$ cat config.mk
export PLATFORM = sky130hd
export DESIGN_NAME = histogram_readout_sequencer
export DESIGN_NICKNAME = d
export VERILOG_FILES = /design/src/rtl/histogram_pkg.sv /design/src/rtl/histogram_stats_accumulator.sv /design/src/rtl/histogram_readout_sequencer.sv
export SDC_FILE = /design/constraint.sdc
export NUM_CORES = 1
export LEC_CHECK = 0
export ABC_AREA = 1
export CORE_MARGIN = 2
export CORE_UTILIZATION = 53
export CTS_BUF_LIST = sky130_fd_sc_hd__clkbuf_4 sky130_fd_sc_hd__clkbuf_8
export CTS_CLUSTER_DIAMETER = 50
export DETAILED_ROUTE_END_ITERATION = 12
export PLACE_DENSITY_LB_ADDON = 0.25
export SLEW_MARGIN = 25
export SYNTH_ARGS = -nofsm -noshare
export SYNTH_HDL_FRONTEND = slang
export SYNTH_SLANG_ARGS = --single-unit
$ cat constraint.sdc
create_clock -name clk -period 2.4 [get_ports clk]
set_clock_uncertainty 0.2 [all_clocks]
set_input_delay 0.48 -clock clk [delete_from_list [all_inputs] [get_ports clk]]
set_output_delay 0.48 -clock clk [all_outputs]
set_load 0.01 [all_outputs]
$ cat src/rtl/histogram_pkg.sv
// ============================================================================
// Package  : histogram_pkg
// Purpose  : Shared sizing constants and readout FSM state type for the
//            histogram readout path.
// Revision : 1.0 - initial release
// ============================================================================
`default_nettype none

package histogram_pkg;

    localparam int HIST_BIN_COUNT     = 1024;
    localparam int HIST_ADDR_WIDTH    = 10;
    localparam int HIST_DATA_WIDTH    = 16;
    localparam int HIST_SUM_WIDTH     = 26;
    localparam int HIST_SETTLE_CYCLES = 4;

    // Readout sequencer states
    typedef enum logic [2:0] {
        ST_IDLE     = 3'd0,
        ST_SET_ADDR = 3'd1,
        ST_SETTLE   = 3'd2,
        ST_CAPTURE  = 3'd3,
        ST_SEND     = 3'd4,
        ST_FINISH   = 3'd5
    } readout_state_e;

endpackage : histogram_pkg

`default_nettype wire

$ cat src/rtl/histogram_stats_accumulator.sv
// ============================================================================
// Module   : histogram_stats_accumulator
// Purpose  : Running sweep statistics: total of captured counts plus the
//            largest count and the address where it first appeared.
// Revision : 1.0 - initial release
// ============================================================================
`default_nettype none

module histogram_stats_accumulator
    import histogram_pkg::*;
#(
    parameter int ADDR_WIDTH = HIST_ADDR_WIDTH,
    parameter int DATA_WIDTH = HIST_DATA_WIDTH,
    parameter int SUM_WIDTH  = HIST_SUM_WIDTH
) (
    input  logic                  clk,
    input  logic                  reset,
    input  logic                  clear_i,
    input  logic                  accumulate_i,
    input  logic [DATA_WIDTH-1:0] value_i,
    input  logic [ADDR_WIDTH-1:0] address_i,
    output logic [SUM_WIDTH-1:0]  totalCount_o,
    output logic [DATA_WIDTH-1:0] peakValue_o,
    output logic [ADDR_WIDTH-1:0] peakAddress_o
);

    logic [SUM_WIDTH-1:0]  total_q, total_d;
    logic [DATA_WIDTH-1:0] peak_val_q, peak_val_d;
    logic [ADDR_WIDTH-1:0] peak_addr_q, peak_addr_d;

    // Next-state statistics; strict compare keeps the lowest address on ties
    always_comb begin
        total_d     = total_q;
        peak_val_d  = peak_val_q;
        peak_addr_d = peak_addr_q;
        if (clear_i) begin
            total_d     = '0;
            peak_val_d  = '0;
            peak_addr_d = '0;
        end else if (accumulate_i) begin
            total_d = total_q + SUM_WIDTH'(value_i);
            if (value_i > peak_val_q) begin
                peak_val_d  = value_i;
                peak_addr_d = address_i;
            end
        end
    end

    // Statistics registers, cleared by the active-low synchronous reset
    always_ff @(posedge clk) begin
        if (!reset) begin
            total_q     <= '0;
            peak_val_q  <= '0;
            peak_addr_q <= '0;
        end else begin
            total_q     <= total_d;
            peak_val_q  <= peak_val_d;
            peak_addr_q <= peak_addr_d;
        end
    end

    assign totalCount_o  = total_q;
    assign peakValue_o   = peak_val_q;
    assign peakAddress_o = peak_addr_q;

endmodule : histogram_stats_accumulator

`default_nettype wire

$ cat src/rtl/histogram_readout_sequencer.sv
// ============================================================================
// Module   : histogram_readout_sequencer
// Purpose  : Sweeps every histogram bin through the address/value register
//            interface, streams each count on a valid/ready bin stream and
//            keeps sweep statistics (total, peak value, peak address).
// Revision : 1.0 - initial release
// ============================================================================
`default_nettype none

module histogram_readout_sequencer
    import histogram_pkg::*;
#(
    parameter int BIN_COUNT     = HIST_BIN_COUNT,
    parameter int ADDR_WIDTH    = HIST_ADDR_WIDTH,
    parameter int DATA_WIDTH    = HIST_DATA_WIDTH,
    parameter int SETTLE_CYCLES = HIST_SETTLE_CYCLES,
    parameter int SUM_WIDTH     = HIST_SUM_WIDTH
) (
    input  logic                  clk,
    input  logic                  reset,
    input  logic                  start,
    input  logic                  abort,
    output logic                  busy,
    output logic                  done,
    output logic                  histogramReadAddress_Write,
    output logic [ADDR_WIDTH-1:0] histogramReadAddress_WriteValue,
    input  logic [DATA_WIDTH-1:0] histogramReadValue__OUTPUT,
    output logic                  binValid,
    input  logic                  binReady,
    output logic [DATA_WIDTH-1:0] binData,
    output logic [ADDR_WIDTH-1:0] binAddress,
    output logic                  binLast,
    output logic [SUM_WIDTH-1:0]  totalCount,
    output logic [DATA_WIDTH-1:0] peakValue,
    output logic [ADDR_WIDTH-1:0] peakAddress
);

    localparam int                CNT_WIDTH   = (SETTLE_CYCLES > 1) ? $clog2(SETTLE_CYCLES) : 1;
    localparam logic [CNT_WIDTH-1:0]  SETTLE_LOAD = CNT_WIDTH'(SETTLE_CYCLES - 1);
    localparam logic [ADDR_WIDTH-1:0] LAST_ADDR   = ADDR_WIDTH'(BIN_COUNT - 1);

    readout_state_e        state_q;
    logic [ADDR_WIDTH-1:0] addr_q;
    logic [CNT_WIDTH-1:0]  settle_q;
    logic                  busy_q;
    logic                  done_q;
    logic                  strobe_q;
    logic [ADDR_WIDTH-1:0] write_value_q;
    logic                  bin_valid_q;
    logic [DATA_WIDTH-1:0] bin_data_q;
    logic [ADDR_WIDTH-1:0] bin_addr_q;
    logic                  bin_last_q;

    logic                  w_abort_hit;
    logic                  w_start_accept;
    logic                  w_capture;
    logic [ADDR_WIDTH-1:0] w_addr_next;

    // Abort only matters mid-sweep; in IDLE it also blocks a same-cycle start
    assign w_abort_hit    = abort && (state_q != ST_IDLE);
    assign w_start_accept = (state_q == ST_IDLE) && start && !abort;
    assign w_capture      = (state_q == ST_CAPTURE) && !abort;
    assign w_addr_next    = addr_q + 1'b1;

    // Sweep sequencer with registered strobe, stream and status outputs
    always_ff @(posedge clk) begin
        if (!reset) begin
            state_q       <= ST_IDLE;
            addr_q        <= '0;
            settle_q      <= '0;
            busy_q        <= 1'b0;
            done_q        <= 1'b0;
            strobe_q      <= 1'b0;
            write_value_q <= '0;
            bin_valid_q   <= 1'b0;
            bin_data_q    <= '0;
            bin_addr_q    <= '0;
            bin_last_q    <= 1'b0;
        end else begin
            strobe_q <= 1'b0;
            done_q   <= 1'b0;
            if (w_abort_hit) begin
                state_q     <= ST_IDLE;
                busy_q      <= 1'b0;
                bin_valid_q <= 1'b0;
            end else begin
                case (state_q)
                    ST_IDLE: begin
                        if (w_start_accept) begin
                            addr_q        <= '0;
                            write_value_q <= '0;
                            strobe_q      <= 1'b1;
                            busy_q        <= 1'b1;
                            state_q       <= ST_SET_ADDR;
                        end
                    end
                    ST_SET_ADDR: begin
                        settle_q <= SETTLE_LOAD;
                        state_q  <= ST_SETTLE;
                    end
                    ST_SETTLE: begin
                        if (settle_q == '0) begin
                            state_q <= ST_CAPTURE;
                        end else begin
                            settle_q <= settle_q - 1'b1;
                        end
                    end
                    ST_CAPTURE: begin
                        bin_data_q  <= histogramReadValue__OUTPUT;
                        bin_addr_q  <= addr_q;
                        bin_last_q  <= (addr_q == LAST_ADDR);
                        bin_valid_q <= 1'b1;
                        state_q     <= ST_SEND;
                    end
                    ST_SEND: begin
                        if (binReady) begin
                            bin_valid_q <= 1'b0;
                            if (bin_last_q) begin
                                busy_q  <= 1'b0;
                                done_q  <= 1'b1;
                                state_q <= ST_FINISH;
                            end else begin
                                // Strobe is raised together with entry to SET_ADDR
                                addr_q        <= w_addr_next;
                                write_value_q <= w_addr_next;
                                strobe_q      <= 1'b1;
                                state_q       <= ST_SET_ADDR;
                            end
                        end
                    end
                    ST_FINISH: begin
                        state_q <= ST_IDLE;
                    end
                    default: begin
                        state_q <= ST_IDLE;
                    end
                endcase
            end
        end
    end

    histogram_stats_accumulator #(
        .ADDR_WIDTH (ADDR_WIDTH),
        .DATA_WIDTH (DATA_WIDTH),
        .SUM_WIDTH  (SUM_WIDTH)
    ) u_stats (
        .clk           (clk),
        .reset         (reset),
        .clear_i       (w_start_accept),
        .accumulate_i  (w_capture),
        .value_i       (histogramReadValue__OUTPUT),
        .address_i     (addr_q),
        .totalCount_o  (totalCount),
        .peakValue_o   (peakValue),
        .peakAddress_o (peakAddress)
    );

    assign busy                            = busy_q;
    assign done                            = done_q;
    assign histogramReadAddress_Write      = strobe_q;
    assign histogramReadAddress_WriteValue = write_value_q;
    assign binValid                        = bin_valid_q;
    assign binData                         = bin_data_q;
    assign binAddress                      = bin_addr_q;
    assign binLast                         = bin_last_q;

endmodule : histogram_readout_sequencer

`default_nettype wire
* Yosys cells after proc, flatten, opt, wreduce, memory -nomap -nowiden *
Cells that the tools add are included.

cells by class
  bitwise logic cells = 4
  $lt $le $gt $ge = 1
  equality and inequality tests = 11
  reduce and logical (&&, ||, !) cells = 21
  multiplexer cells = 22
  $add $sub $neg = 3

operators with widths
  cell                   count
  $mux 10                3
  $add 26x16->26         1
  $pmux 10 s2            1
  $gt 16x16->1           1
  $pmux 3 s5             1
  $mux 3                 4
  $add 10x1->10 const B  1
  $eq 10x10->1 const B   1
  $ne 2x2->1 const B     5
  $mux 1                 8
  $eq 3x2->1 const B     2
  $pmux 1 s2             3
  $reduce_and 2->1       3
  $reduce_and 3->1       2
  $reduce_bool 2->1      3
  $reduce_and 5->1       1
  $logic_and 1x1->1      4
  $not 1->1              4
  $pmux 2 s2             1
  $reduce_and 4->1       1
  $reduce_or 2->1        2
  $reduce_or 4->1        1
  $eq 3x1->1 const B     1
  $eq 3x3->1 const B     1
  7 further kinds        7

storage, ports and cells
  word-level logic and storage cells = 75
  bits in registers = 98
  output and inout bits = 93

* Depth between registers and ports, before layout *
Gate-level depths: netlist of run 1.

  depth in word-level cells = 5
  depth in mapped cells = 13
  mapped depth without buffers = 13

* By module *
A second synthesis of run 1 with hierarchy kept.

second synthesis, totals
  cells, all modules = 887
  area, all modules = 5,734.2 sq um

modules (own cells, without submodules)
  module                       seq. area each (sq um)  times used  cells an instance  area an instance (sq um)
  histogram_stats_accumulator  1,041.0                 1           613                3,779.9
  histogram_readout_sequencer  920.9                   1           274                1,954.4

* Least setup slack after synthesis of run 1 *
OpenSTA, ideal clock, no wires.

  path kind = input -> register
  from = input port histogramReadValue__OUTPUT[0]
  to = register u_stats.total_q[24] (netlist: u_stats.totalCount_o[24])
  arrival time = 1.831 ns
  stages = 10
  slack = 0.254 ns
  required time = 2.085 ns
  buffers on the path = 0
  cell sequence = ha_1 -> fa_1 -> nand3_1 -> nand3_1 -> nand3_1 -> nand2_1 -> nand2_1 -> nand2_1 -> a21oi_1 -> nor2_1

on the way
  cells in the longest elaborated chain, start to end = 1

ends and longest elaborated chain
  item                  RTL line                           RTL
  from (decl)           histogram_readout_sequencer.sv:27  input logic [DATA_WIDTH-1:0] histogramReadValue__OUTPUT,
  $add 26x16->26        histogram_stats_accumulator.sv:41  total_d = total_q + SUM_WIDTH'(value_i);
  to (signal assigned)  histogram_stats_accumulator.sv:56  total_q <= total_d;
  to (decl)             histogram_stats_accumulator.sv:27  logic [SUM_WIDTH-1:0] total_q, total_d;

No other way between the ends.
A chain may end at the register's enable or synchronous reset.

* Final worst setup path of run 1 *
  from = input port histogramReadValue__OUTPUT[10]
  to = register u_stats.peak_val_q[3] (netlist: u_stats.peakValue_o[3])

on the way
  cells in the longest elaborated chain, start to end = 2

ends and longest elaborated chain
  item                               RTL line                           RTL
  $gt 16x16->1                       histogram_stats_accumulator.sv:42  if (value_i > peak_val_q) begin
  $reduce_and 2->1 (no source line)  n/a
  to (signal assigned)               histogram_stats_accumulator.sv:57  peak_val_q <= peak_val_d;
  to (decl)                          histogram_stats_accumulator.sv:28  logic [DATA_WIDTH-1:0] peak_val_q, peak_val_d;

No other way between the ends.

==> flow_summary_export.csv, run 1 <==
group,metric,value,unit
worst_hold_path,hold_path.class,"primary input to flop",
global_routing,grt_first_pass_wirelength,24.4,mm
timing,fin_crit_sh,96.0,%
finish,fillerInstances,852,
detailed_routing,finalWirelength,15.3,mm
synth,ys_top_cells_by_area,"dfxtp_1 36%, nand2_1 12%, a21oi_1 9.0%",
power,leakagePower,0.00328,µW
floorplanning,die_area,11200,µm²
clocking,ctsHtreeMaxLevel,3,
synth,syn_area,5500,µm²
synth,yosysSeqAreaShare,35.7,%
timing,tightestPinTransition,292,ps
placement,hpwlAfterDp,11.3,mm
global_routing,grt_max_degree,66,
synth,yosys.area.top_type,"dfxtp_1",
detailed_routing,drt-pass1-iter-count,8,
floorplanning,die_w,106,µm
placement,gp_congestion,0.927,
setup_path,path_class,"primary input to flop",
power,clkPwrFrac,33.0,%
floorplanning,initial_utilization,54.0,%
finish,layout_common_cells,"175 x nand2_1, 116 x inv_1, 108 x clkdlybuf4s50_1, 99 x nor2_1, 98 x dfxtp_1",
floorplanning,coreArea,10200,µm²
clocking,cts_num_sinks,98,
power,vdd_drop_max,0.423,mV
detailed_routing,via_count,5794,
timing,rsz0062_at_grt,"true",
finish,fin_area,7390,µm²
detailed_routing,drt-initial-drc-count,318,
setup_path,worstPathRequired,2480,ps
placement,post_dp_cell_area,7120,µm²
timing,finalHoldViolations,0,
timing,drv_slew,0,
power,power_frac_seq,47.8,%
synth,ys.flop_type,"dfxtp_1",
power,switching_share,30.0,%
timing,fmax,434,MHz
finish,final_util,72.6,%
finish,final_common_cell,"nand2_1",
synth,ys.warnings.count,0,
setup_path,cp-end-kind,"flop",
power,power_switching,1070,µW
setup_path,rrSetupSlack,270,ps
global_routing,grt_antenna_before_repair,0,
placement,io_buffers,113,
synth,async_flop_share,0,%
global_routing,grt_overflow,0,
synth,synth.top_cell.area_share,35.7,%
synth,synth_cell_types,38,
global_routing,first_global_vias,5326,
outcome,status,"complete, no violations",
power,p_per_area,483,nW/µm²
timing,slew_headroom,80.5,%
detailed_routing,ant_nets,0,
clocking,root_buffer,"clkbuf_8",
power,p_int,2500,µW
floorplanning,die_h,106,µm
floorplanning,io_pins,114,
floorplanning,row_count,37,
finish,area_growth,34.4,%
clocking,cts_tree,"yes",
synth,synth-edff-count,0,
clocking,clk_pin_slew_worst_paths,110,ps
finish,diodes,0,
detailed_routing,drc,0,
setup_path,crit_fanout,9,
setup_path,cp.arrival,2380,ps
power,combPwrFrac,19.2,%
detailed_routing,routed_via_density,5.17,
clocking,clockBufferDepth,2,
setup_path,startpoint_type,"primary input",
power,power,3570,µW
clocking,cts_buffers,9,
detailed_routing,routedWlPerCell,13.7,µm
finish,num-nets-final,1035,
timing,setup_viol,0,
clocking,cts_setup_buffers,0,
finish,drive_gt1_share,9.65,%
global_routing,grtUsageTotal,26.9,%
timing,min_period,2300,ps
clocking,clock_latency,380,ps
synth,synth.avg_cell_area,6.63,µm²
synth,synth_nets,886,
synth,ys_ff_latch,98,
run,maxCapViolCount,0,
synth,syn_inst,830,
-- path summary, 6_finish.rpt --
| kind | depth (start not counted) | from | to |
|---|---|---|---|
| worst max-delay path | 11 | histogramReadValue__OUTPUT[10] | u_stats.peakValue_o[3]$_SDFFE_PP0P_ |
| worst max register to register | 9 | u_stats.peakValue_o[11]$_SDFFE_PP0P_ | u_stats.peakValue_o[3]$_SDFFE_PP0P_ |
| worst min register to register | 2 | binAddress[9]$_SDFFE_PN0P_ | binAddress[9]$_SDFFE_PN0P_ |
| worst min-delay path | 3 | histogramReadValue__OUTPUT[14] | binData[14]$_SDFFE_PN0P_ |
-- cell usage after synthesis, types with 2 or more instances --
library cell  count
a21oi_1          99
dfxtp_1          98
nand3_1          73
ha_1             34
nor2_1          103
inv_2             3
clkbuf_1          4
xor2_1            5
nor3_2            2
nand2_1         177
nand4_1           7
inv_1           116
o211ai_1          2
xnor2_1           2
nor3_1           12
buf_2            22
and2_1            3
nor2_2            3
o21ai_0          46
-- cell type report --
cell class | instances | area, µm² | share of cell area [%]
Multi-Input combinational cell | 583 | 3000 | 40.6
Sequential cell | 98 | 1960 | 26.5
Timing Repair Buffer | 167 | 1600 | 21.6
Inverter | 120 | 450 | 6.09
Tap cell | 136 | 170 | 2.30
Clock buffer | 11 | 145 | 1.96
Clock inverter | 5 | 67.6 | 0.914
-- stage by stage --
stage | worst slack, ps | hold WS [ps] | setup TNS [ps] | std cells
final | 96.3 | 279 | 0 | 1120
after global routing | -27.2 | 289 | -47.8 | 1120
after CTS | 38.4 | 287 | 0 | 1120
after detailed placement | -405 | 262 | -13350 | 1104
after global placement | -392 | 248 | -11540 | 1104
after floorplan | 254 | 230 | 0 | 830
-- state kept, by name, indices dropped and copies added, names as in the netlist --
signal / flops
binValid: 1
histogramReadAddress_WriteValue: 10
busy: 1
u_stats.peakValue_o: 16
u_stats.peakAddress_o: 10
binData: 16
u_stats.totalCount_o: 26
histogramReadAddress_Write: 1
binAddress: 10
done: 1
binLast: 1
state_q: 3
settle_q: 2
-- repair_timing --
action | in CTS | in global routing
hold endpoints to repair | 0 | 0
setup endpoints to repair | 2 | 38
hold buffers | 0 | 0
gates resized for setup | 1 | 16
-- cell families after synthesis --
kind of cell    share of synthesized area (%)
simple gates                             29.6
xor+xnor                                 1.11
buf+inv                                  10.9
compound gates                           14.6
flops                                    35.7
fa+ha+maj                                8.10
-- per-layer routing --
layer  share of wire, %  routed length (µm)  vias to the layer above  GRT usage, %
li1                   -                   -                     2959             -
met1                 45                6850                     2621          35.2
met2                 47                7260                      189          44.2
met3                5.6                 851                       25          4.33
met4                2.2                 330                        0          11.1
met5                  0                   0                        -             0
-- critical path, cell delays in order --
cell and delay [ps]:
clkdlybuf4s50_1 500, ha_1 330, nand2_1 90, inv_1 40
nand2_1 80, a21boi_0 80, nor2_1 210, nand3_4 140
buf_4 200, a21oi_1 160, nor2_1 60
-- power by group through the flow --
stage | combinational (µW) | clock [µW] | sequential [µW]
after floorplan | 393 | 0 | 1750
after global placement | 660 | 0 | 1740
after detailed placement | 671 | 0 | 1740
after CTS | 676 | 1180 | 1710
after global routing | 764 | 1250 | 1710
final | 687 | 1180 | 1710
No activity file was read; power rests on OpenSTA's default activity.
==> inputs of run 2 (changes only) <==
Settings changed: CTS_CLUSTER_DIAMETER 50 to unset.
==> results of run 2 <==
No change in the layout: final DEF, timing and power equal those of run 1.
